<file path="src/rtl/alu_trainer_pkg.sv">
// Shared definitions for the 2-bit ALU trainer: op encodings, sweep FSM states
// and the reference ALU behaviour.
package alu_trainer_pkg;

    localparam logic [1:0] OP_AND = 2'b00;
    localparam logic [1:0] OP_OR  = 2'b01;
    localparam logic [1:0] OP_ADD = 2'b10;
    localparam logic [1:0] OP_SUB = 2'b11;

    typedef enum logic [1:0] {
        IDLE  = 2'b00,
        APPLY = 2'b01,
        CHECK = 2'b10,
        DONE  = 2'b11
    } state_t;

    // Results wrap modulo 4, so ADD/SUB simply keep the low two bits.
    function automatic logic [1:0] alu_golden(input logic [1:0] a,
                                              input logic [1:0] b,
                                              input logic [1:0] op);
        logic [1:0] r;
        case (op)
            OP_AND:  r = a & b;
            OP_OR:   r = a | b;
            OP_ADD:  r = a + b;
            default: r = a - b;
        endcase
        return r;
    endfunction

endpackage

</file>
<file path="src/rtl/alu_tick_gen.sv">
// Prescaler: while enabled, emits a one-cycle tick every TICK_DIV cycles.
// Holding enable low freezes the count so it resumes where it left off.
module alu_tick_gen #(
    parameter int TICK_DIV = 50_000_000
) (
    input  logic clk,
    input  logic rst_n,
    input  logic clr_i,
    input  logic en_i,
    output logic tick_o
);
    localparam int CW = (TICK_DIV > 1) ? $clog2(TICK_DIV) : 1;
    localparam logic [CW-1:0] LAST = CW'(TICK_DIV - 1);

    logic [CW-1:0] cnt_q;

    assign tick_o = en_i && (cnt_q == LAST);

    always_ff @(posedge clk) begin
        if (!rst_n || clr_i) begin
            cnt_q <= '0;
        end else if (en_i) begin
            cnt_q <= tick_o ? '0 : cnt_q + CW'(1);
        end
    end

endmodule

</file>
<file path="src/rtl/alu_sweep_driver.sv">
// Walks all 64 {op, a, b} vectors through an external 2-bit ALU, checks each
// result against the reference model and reports error count, last failure and pass.
module alu_sweep_driver
    import alu_trainer_pkg::*;
#(
    parameter int TICK_DIV = 50_000_000
) (
    input  logic       clk,
    input  logic       rst_n,
    input  logic       start,
    input  logic       mode,
    input  logic       step,
    output logic [1:0] alu_a,
    output logic [1:0] alu_b,
    output logic [1:0] alu_op,
    input  logic [1:0] alu_result,
    output logic       busy,
    output logic       done,
    output logic [6:0] err_count,
    output logic [5:0] last_fail,
    output logic       pass
);
    state_t     state_q;
    logic [5:0] idx_q;
    logic [6:0] err_q;
    logic [5:0] fail_q;
    logic       busy_q;
    logic       done_q;

    logic       tick;
    logic       start_ok;
    logic       advance;
    logic       mismatch;

    assign start_ok = start && ((state_q == IDLE) || (state_q == DONE));
    // Mode is consulted every APPLY cycle, so a mid-sweep switch applies immediately.
    assign advance  = mode ? step : tick;
    assign mismatch = alu_result != alu_golden(idx_q[3:2], idx_q[1:0], idx_q[5:4]);

    alu_tick_gen #(
        .TICK_DIV(TICK_DIV)
    ) u_tick (
        .clk   (clk),
        .rst_n (rst_n),
        .clr_i (start_ok || (state_q == CHECK)),
        .en_i  ((state_q == APPLY) && !mode),
        .tick_o(tick)
    );

    always_ff @(posedge clk) begin
        if (!rst_n) begin
            state_q <= IDLE;
            idx_q   <= '0;
            err_q   <= '0;
            fail_q  <= '0;
            busy_q  <= 1'b0;
            done_q  <= 1'b0;
        end else begin
            case (state_q)
                IDLE, DONE: begin
                    if (start) begin
                        state_q <= APPLY;
                        idx_q   <= '0;
                        err_q   <= '0;
                        fail_q  <= '0;
                        busy_q  <= 1'b1;
                        done_q  <= 1'b0;
                    end
                end
                APPLY: begin
                    if (advance) begin
                        state_q <= CHECK;
                    end
                end
                CHECK: begin
                    if (mismatch) begin
                        err_q  <= err_q + 7'd1;
                        fail_q <= idx_q;
                    end
                    if (idx_q == 6'd63) begin
                        state_q <= DONE;
                        busy_q  <= 1'b0;
                        done_q  <= 1'b1;
                    end else begin
                        idx_q   <= idx_q + 6'd1;
                        state_q <= APPLY;
                    end
                end
                default: state_q <= IDLE;
            endcase
        end
    end

    assign alu_op    = idx_q[5:4];
    assign alu_a     = idx_q[3:2];
    assign alu_b     = idx_q[1:0];
    assign busy      = busy_q;
    assign done      = done_q;
    assign err_count = err_q;
    assign last_fail = fail_q;
    assign pass      = done_q && (err_q == 7'd0);

endmodule

</file>
<file path="config.mk">
export PLATFORM = sky130hd
export DESIGN_NAME = alu_sweep_driver
export DESIGN_NICKNAME = d
export VERILOG_FILES = /design/src/rtl/alu_trainer_pkg.sv /design/src/rtl/alu_tick_gen.sv /design/src/rtl/alu_sweep_driver.sv
export SDC_FILE = /design/constraint.sdc
export NUM_CORES = 1
export LEC_CHECK = 0
export CAP_MARGIN = 20
export CORE_ASPECT_RATIO = 0.8
export CORE_UTILIZATION = 50
export DETAILED_ROUTE_END_ITERATION = 12
export PLACE_DENSITY = 0.82
export SLEW_MARGIN = 20
export SYNTH_ARGS = -nofsm -noshare
export SYNTH_HDL_FRONTEND = slang
export SYNTH_HIERARCHICAL = 1
export SYNTH_SLANG_ARGS = --single-unit
</file>
<file path="constraint.sdc">
create_clock -name clk -period 2.4 [get_ports clk]
set_input_delay 0.48 -clock clk [delete_from_list [all_inputs] [get_ports clk]]
set_output_delay 0.48 -clock clk [all_outputs]
set_load 0.005 [all_outputs]
</file>
==> results.ini, run 1 <==
[floorplanning]
io_pins = 29
floorplan.die_area_um2 = 5650
die_w_um = 83.8
num_rows = 23
start_util_pct = 52.8
core_um2 = 5060
die_y_um = 67.4

[clock_network]
numClockSinks = 49
path_clk_slew_ns = 0.09
cts_tree = done
hold_buffers = 0
h-tree-depth = 2
cts_made_buffers = 5
clock-root-buffer = clkbuf_8
ctsLongestPathBuffers = 2
worst_skew_pair.late_latency_ns = 0.30

[finish]
nNetsFinal = 375
antenna_cells = 0
regArea_um2 = 986
fill_cells = 408
multi_input_area_um2 = 1620
drive_above_1_share_pct = 15.0
final_util_pct = 65.6
syn2layout_area_growth_pct = 24.1

[timing]
setup_viol = 0
fin_skew_ns = 0.00819
rsz0062_at_grt = false
finalCritPeriodShare_pct = 96.2
fin_hold_ws_ns = 0.490
finalHoldViolations = 0
fin_crit_ns = 2.31
slew_violations = 0
worst_pin_slew_ns = 0.456
slew_headroom_pct = 69.3
setup_tns_ns = 0
fmax_ghz = 0.433

[global_route]
grt_max_degree = 15
gr-usage-all-layers_pct = 23.1
grt_pass1_wl_um = 10400
grt_pass1_vias = 2167
antenna_found_initial = 0
grt.overflow.total = 0

[logic_synthesis]
synthArstFlopShare_pct = 0
ys_seq_area_share_pct = 36.7
avgSynthCellArea_um2 = 8.66
synth_warnings = 6
syn_nets = 325
synth_top_area_share_pct = 36.7
syn_inst = 309
synth_top_family_by_area = simple AND/OR/NAND/NOR gates
muxShareOfSynthArea_pct = 0.748
synthXorXnorAreaFrac_pct = 7.20
synth_compound_area_share_pct = 17.9
synthSimpleGateAreaFrac_pct = 28.6
yosys-top-cells-count = dfxtp_1, a21oi_1, nor2_1, nand3_1, nand2_1
synth_flop_cell = dfxtp_1
yosys-top-cells-area = dfxtp_1, a21oi_1, ha_1, nand3_1, xnor2_1
synth_area_um2 = 2680
synthAdderAreaFrac_pct = 4.21
synth_top_area_cell = dfxtp_1
ys_ff_latch = 49
synth_most_common_cell = dfxtp_1
synth_edf_count = 0
ys_types = 56

[critical_path]
cp-startpoint = idx_q[2]$_SDFFE_PN0P_
crit_fanout = 8
start_kind = register
r2r-start = idx_q[2]$_SDFFE_PN0P_
cp_data_required_time_ns = 2.63
max_stage_delay_ns = 0.53
critical-path-top-delay-family = simple AND/OR/NAND/NOR gates
worst-path-buf-inv = 1
arrival_ns = 2.54
critical_path_class = register to register
slowest_stage = or4_4
endpoint_kind = register
crit_chain = inv_1 -> ha_4 -> and2b_1 -> o31a_1 -> xor2_1 -> a2111o_1 -> nand3_4 -> or4_4 -> a21oi_1

[routing]
routed_wl_um = 6440
postRouteAntennaNets = 0
via_count = 2546
drc_errors = 0
avgViaCountPerCell = 6.03
avgRoutedWirePerCell_um = 15.3
drt-initial-drc-count = 176
firstDrtPassIters = 5

[power_and_ir_drop]
p_leak_nw = 1.07
switching_share_pct = 26.9
total_power_mw = 1.68
irDropWorstVdd_mv = 0.343
p_seq_share_pct = 50.4
combPwrFrac_pct = 18.1
power_density_nw_per_um2 = 505
switching_power_mw = 0.452
clockPowerShare_pct = 31.5
internal_power_mw = 1.23

[placement]
dp_hpwl_um = 4680
gp_congestion = 0.884
portBuffers = 28

[run_status]
status = finished, final reports clean

[worst_hold_path]
hold_class = register to register
hp-start = u_tick/cnt_q[25]$_SDFFE_PP0P_

[flow_run]
drv_cap = 0

## final timing paths
path	endpoint	slack [ns]	cells past startpoint
hold / removal	u_tick/cnt_q[25]$_SDFFE_PP0P_	0.49	2
setup / recovery	err_count[5]$_SDFFE_PN0P_	0.09	9
setup reg to reg	err_count[5]$_SDFFE_PN0P_	0.09	9
hold reg to reg	u_tick/cnt_q[25]$_SDFFE_PP0P_	0.49	2
## stage by stage
| step | setup slack [ns] | std cells | cell area (um2) |
|---|---|---|---|
| floorplan | 0.0959 | 309 | 2680 |
| global placement | -0.103 | 412 | 3150 |
| detailed placement | -0.175 | 412 | 3150 |
| CTS | 0.00551 | 420 | 3250 |
| global route | 0.0113 | 422 | 3320 |
| finish | 0.0915 | 422 | 3320 |
## worst min-delay path: cells and delay by family (launching register included)
kind / cells / cell delay (ns)
flops: 1 / 0.33
compound gates: 2 / 0.12
## timing repair
item,in CTS,in global routing
pin swaps,0,4
setup buffers,0,2
resized for setup,1,12
cloned,0,0
setup endpoints to repair,1,16
## power groups by stage
| stage | Clock (mW) | Combinational, mW | Sequential [mW] |
|---|---|---|---|
| floorplan | 0 | 0.173 | 0.860 |
| global placement | 0 | 0.275 | 0.862 |
| detailed placement | 0 | 0.283 | 0.863 |
| CTS | 0.538 | 0.286 | 0.844 |
| global route | 0.581 | 0.333 | 0.848 |
| finish | 0.529 | 0.304 | 0.845 |
## cell families after synthesis
group	Yosys count
mux	2
buf+inv	24
compound gates	70
fa+ha+maj	9
xor+xnor	22
simple gates	133
flops	49
## final cells by class
class / count / share of cell area (%)
Tap cell: 62 / 2.34
Inverter: 11 / 1.24
Multi-Input combinational cell: 236 / 48.9
Timing Repair Buffer: 56 / 14.8
Sequential cell: 49 / 29.7
Clock buffer: 7 / 2.90
Clock inverter: 1 / 0.151
## layout by cell type (no fill, tap or decap), types with 7 or more instances in the layout
cell / instances
nand4_1: 13
nand2b_1: 7
inv_1: 11
xor2_1: 10
nand3_1: 22
nor2_1: 23
a21oi_1: 25
o31ai_1: 7
dfxtp_1: 47
clkdlybuf4s50_1: 28
nand2_1: 16
o21ai_0: 7
xnor2_1: 12
clkbuf_8: 7
or4_1: 8
buf_4: 28
## sequential cells by signal, indices dropped and copies added (netlist names)
signal and cells:
idx_q 6, err_count 7, done 1, u_tick/cnt_q 26, state_q 2, busy 1
last_fail 6
## metal layers
metal / part of all wire [%] / GRT usage, % / up-vias / wire (um)
met1: 46 / 32.7 / 1174 / 2980
met3: 7.4 / 4.77 / 15 / 478
met4: 1.8 / 7.42 / 0 / 113
met2: 45 / 35.6 / 110 / 2870
met5: 0 / 0 / - / 0
li1: - / - / 1247 / -
Power figures use the tool's default switching activity.
==> run 2: changes to the inputs <==
- CORE_MARGIN: unset -> 2
==> run 2 against run 1 <==
Effect of this change:
- highest routed layer unchanged
- hold slack got worse by 0.0055 ns
- cell area down 1.5%
- via count is 0.90% lower
- the flow now finishes with violations (DRC)
- clock-buffer cell count stayed put
- routed wire length is 3.3% lower
- clock skew increased by 0.00096 ns
- register-to-register slack lost 0.06 ns
- combinational power shrank 3%
- global-route usage fell by 0.88 points
==> results.ini, run 2 (synthesized netlist as in run 1, its figures left out) <==
[clock_network]
hold_buffers = 0
cts_tree = done
numClockSinks = 49
h-tree-depth = 2
ctsLongestPathBuffers = 2
path_clk_slew_ns = 0.09
clock-root-buffer = clkbuf_8
worst_skew_pair.late_latency_ns = 0.31
cts_made_buffers = 5

[routing]
via_count = 2523
postRouteAntennaNets = 0
firstDrtPassIters = 9
avgViaCountPerCell = 6.01
drt-initial-drc-count = 160
avgRoutedWirePerCell_um = 14.8
drc_errors = 2
routed_wl_um = 6230

[power_and_ir_drop]
switching_share_pct = 27.1
p_seq_share_pct = 51.7
irDropWorstVdd_mv = 0.398
power_density_nw_per_um2 = 498
internal_power_mw = 1.19
switching_power_mw = 0.441
combPwrFrac_pct = 18.0
p_leak_nw = 1.06
clockPowerShare_pct = 30.3
total_power_mw = 1.63

[finish]
largest_reg_flops = 26
syn2layout_area_growth_pct = 22.3
fill_cells = 410
multi_input_area_um2 = 1580
layout_commonest_cell = dfxtp_1
antenna_cells = 0
largest_register = u_tick/cnt_q
drive_above_1_share_pct = 12.8
regArea_um2 = 986
final_cell_area_um2 = 3270
nNetsFinal = 374
final_cell_mix = dfxtp_1, clkdlybuf4s50_1, buf_4

[critical_path]
start_kind = register
endpoint_kind = register
worst-path-buf-inv = 1
max_stage_delay_ns = 0.52
crit_chain = inv_1 -> ha_1 -> or2b_1 -> o31a_1 -> xnor2_1 -> nand4_1 -> nand3_4 -> or4_1 -> a21oi_1
worstSetupPathDepth = 9
arrival_ns = 2.60
reg2reg_slack_ns = 0.03
critical_path_class = register to register
critical-path-top-delay-family = simple AND/OR/NAND/NOR gates
worstRegToRegCells = 9
slowest_stage = or4_1
crit_fanout = 7
cp_data_required_time_ns = 2.64

[floorplanning]
die_w_um = 85.8
io_pins = 29
num_rows = 23
floorplan.die_area_um2 = 5950
start_util_pct = 52.5
core_um2 = 5090
die_y_um = 69.4

[run_status]
violations = DRC
status = complete, but fails checks

[worst_hold_path]
hold_class = register to register
min_delay_path_depth = 2

[global_route]
grt.overflow.total = 0
grt_pass1_vias = 2309
gr-usage-all-layers_pct = 22.3
grt_max_degree = 24
antenna_found_initial = 0
grt_pass1_wl_um = 10800

[timing]
fin_crit_ns = 2.37
finalCritPeriodShare_pct = 98.6
finalHoldViolations = 0
fin_ws_ns = 0.0337
slew_headroom_pct = 72.6
worst_pin_slew_ns = 0.410
setup_tns_ns = 0
fmax_ghz = 0.423
slew_violations = 0
rsz0062_at_grt = true
setup_viol = 0
fin_skew_ns = 0.00915

[placement]
pre_cts_slack_ns = -0.261
gp_congestion = 0.850
post_dp_cell_area_um2 = 3160
portBuffers = 28
dp_hpwl_um = 4610

[flow_run]
drv_cap = 0

run 2: layout make-up:
cell class              count  share of cell area [%]
inverters                  11                    1.26
multi-input cells         236                    48.4
clock buffers               7                    2.64
flip-flops and latches     49                    30.1
repair buffers             55                    15.1
well taps                  62                    2.37
run 2: path summary, 6_finish.rpt:
path,from,to
min,u_tick/cnt_q[25]$_SDFFE_PP0P_,u_tick/cnt_q[25]$_SDFFE_PP0P_
min reg2reg,u_tick/cnt_q[25]$_SDFFE_PP0P_,u_tick/cnt_q[25]$_SDFFE_PP0P_
max reg2reg,idx_q[0]$_SDFFE_PN0P_,err_count[5]$_SDFFE_PN0P_
max,idx_q[0]$_SDFFE_PN0P_,err_count[5]$_SDFFE_PN0P_
run 2: worst min-delay path, delay by kind of cell (launching register included):
| kind | cells | cell delay [ns] |
|---|---|---|
| compound gates | 2 | 0.12 |
| flops | 1 | 0.32 |
run 2: per-layer routing:
metal  wire length [um]  GRT usage (%)
met1               2890           30.7
met2               2890           34.1
met3                359           4.64
met4                 86           8.47
met5                  0              0
run 2: power by group through the flow:
stage	sequential, mW	clock [mW]	combinational [mW]
CTS	0.844	0.505	0.287
finish	0.843	0.493	0.294
global route	0.846	0.531	0.326
detailed placement	0.863	0	0.284
global placement	0.862	0	0.276
floorplan	0.860	0	0.173
run 2: what timing repair did:
item	in CTS	in global routing
hold endpoints to repair	0	0
setup endpoints to repair	3	9
gates resized for setup	3	4
pin swaps	0	2
buffers inserted	0	1
run 2: metrics by stage:
| stage | utilization [%] | cells | hold WS (ns) |
|---|---|---|---|
| 6_report | 64.2 | 420 | 0.484 |
| 5_1_grt | 64.2 | 420 | 0.512 |
| 4_1_cts | 63.8 | 419 | 0.483 |
| 3_5_place_dp | 62.0 | 412 | 0.471 |
| 3_3_place_gp | 62.0 | 412 | 0.457 |
| 2_1_floorplan | - | 309 | 0.441 |
==> run 3: changes to the inputs <==
- CAP_MARGIN: 20 -> 10
==> results of run 3 <==
Same layout as run 2: the final DEF is identical, and so are final timing and power.
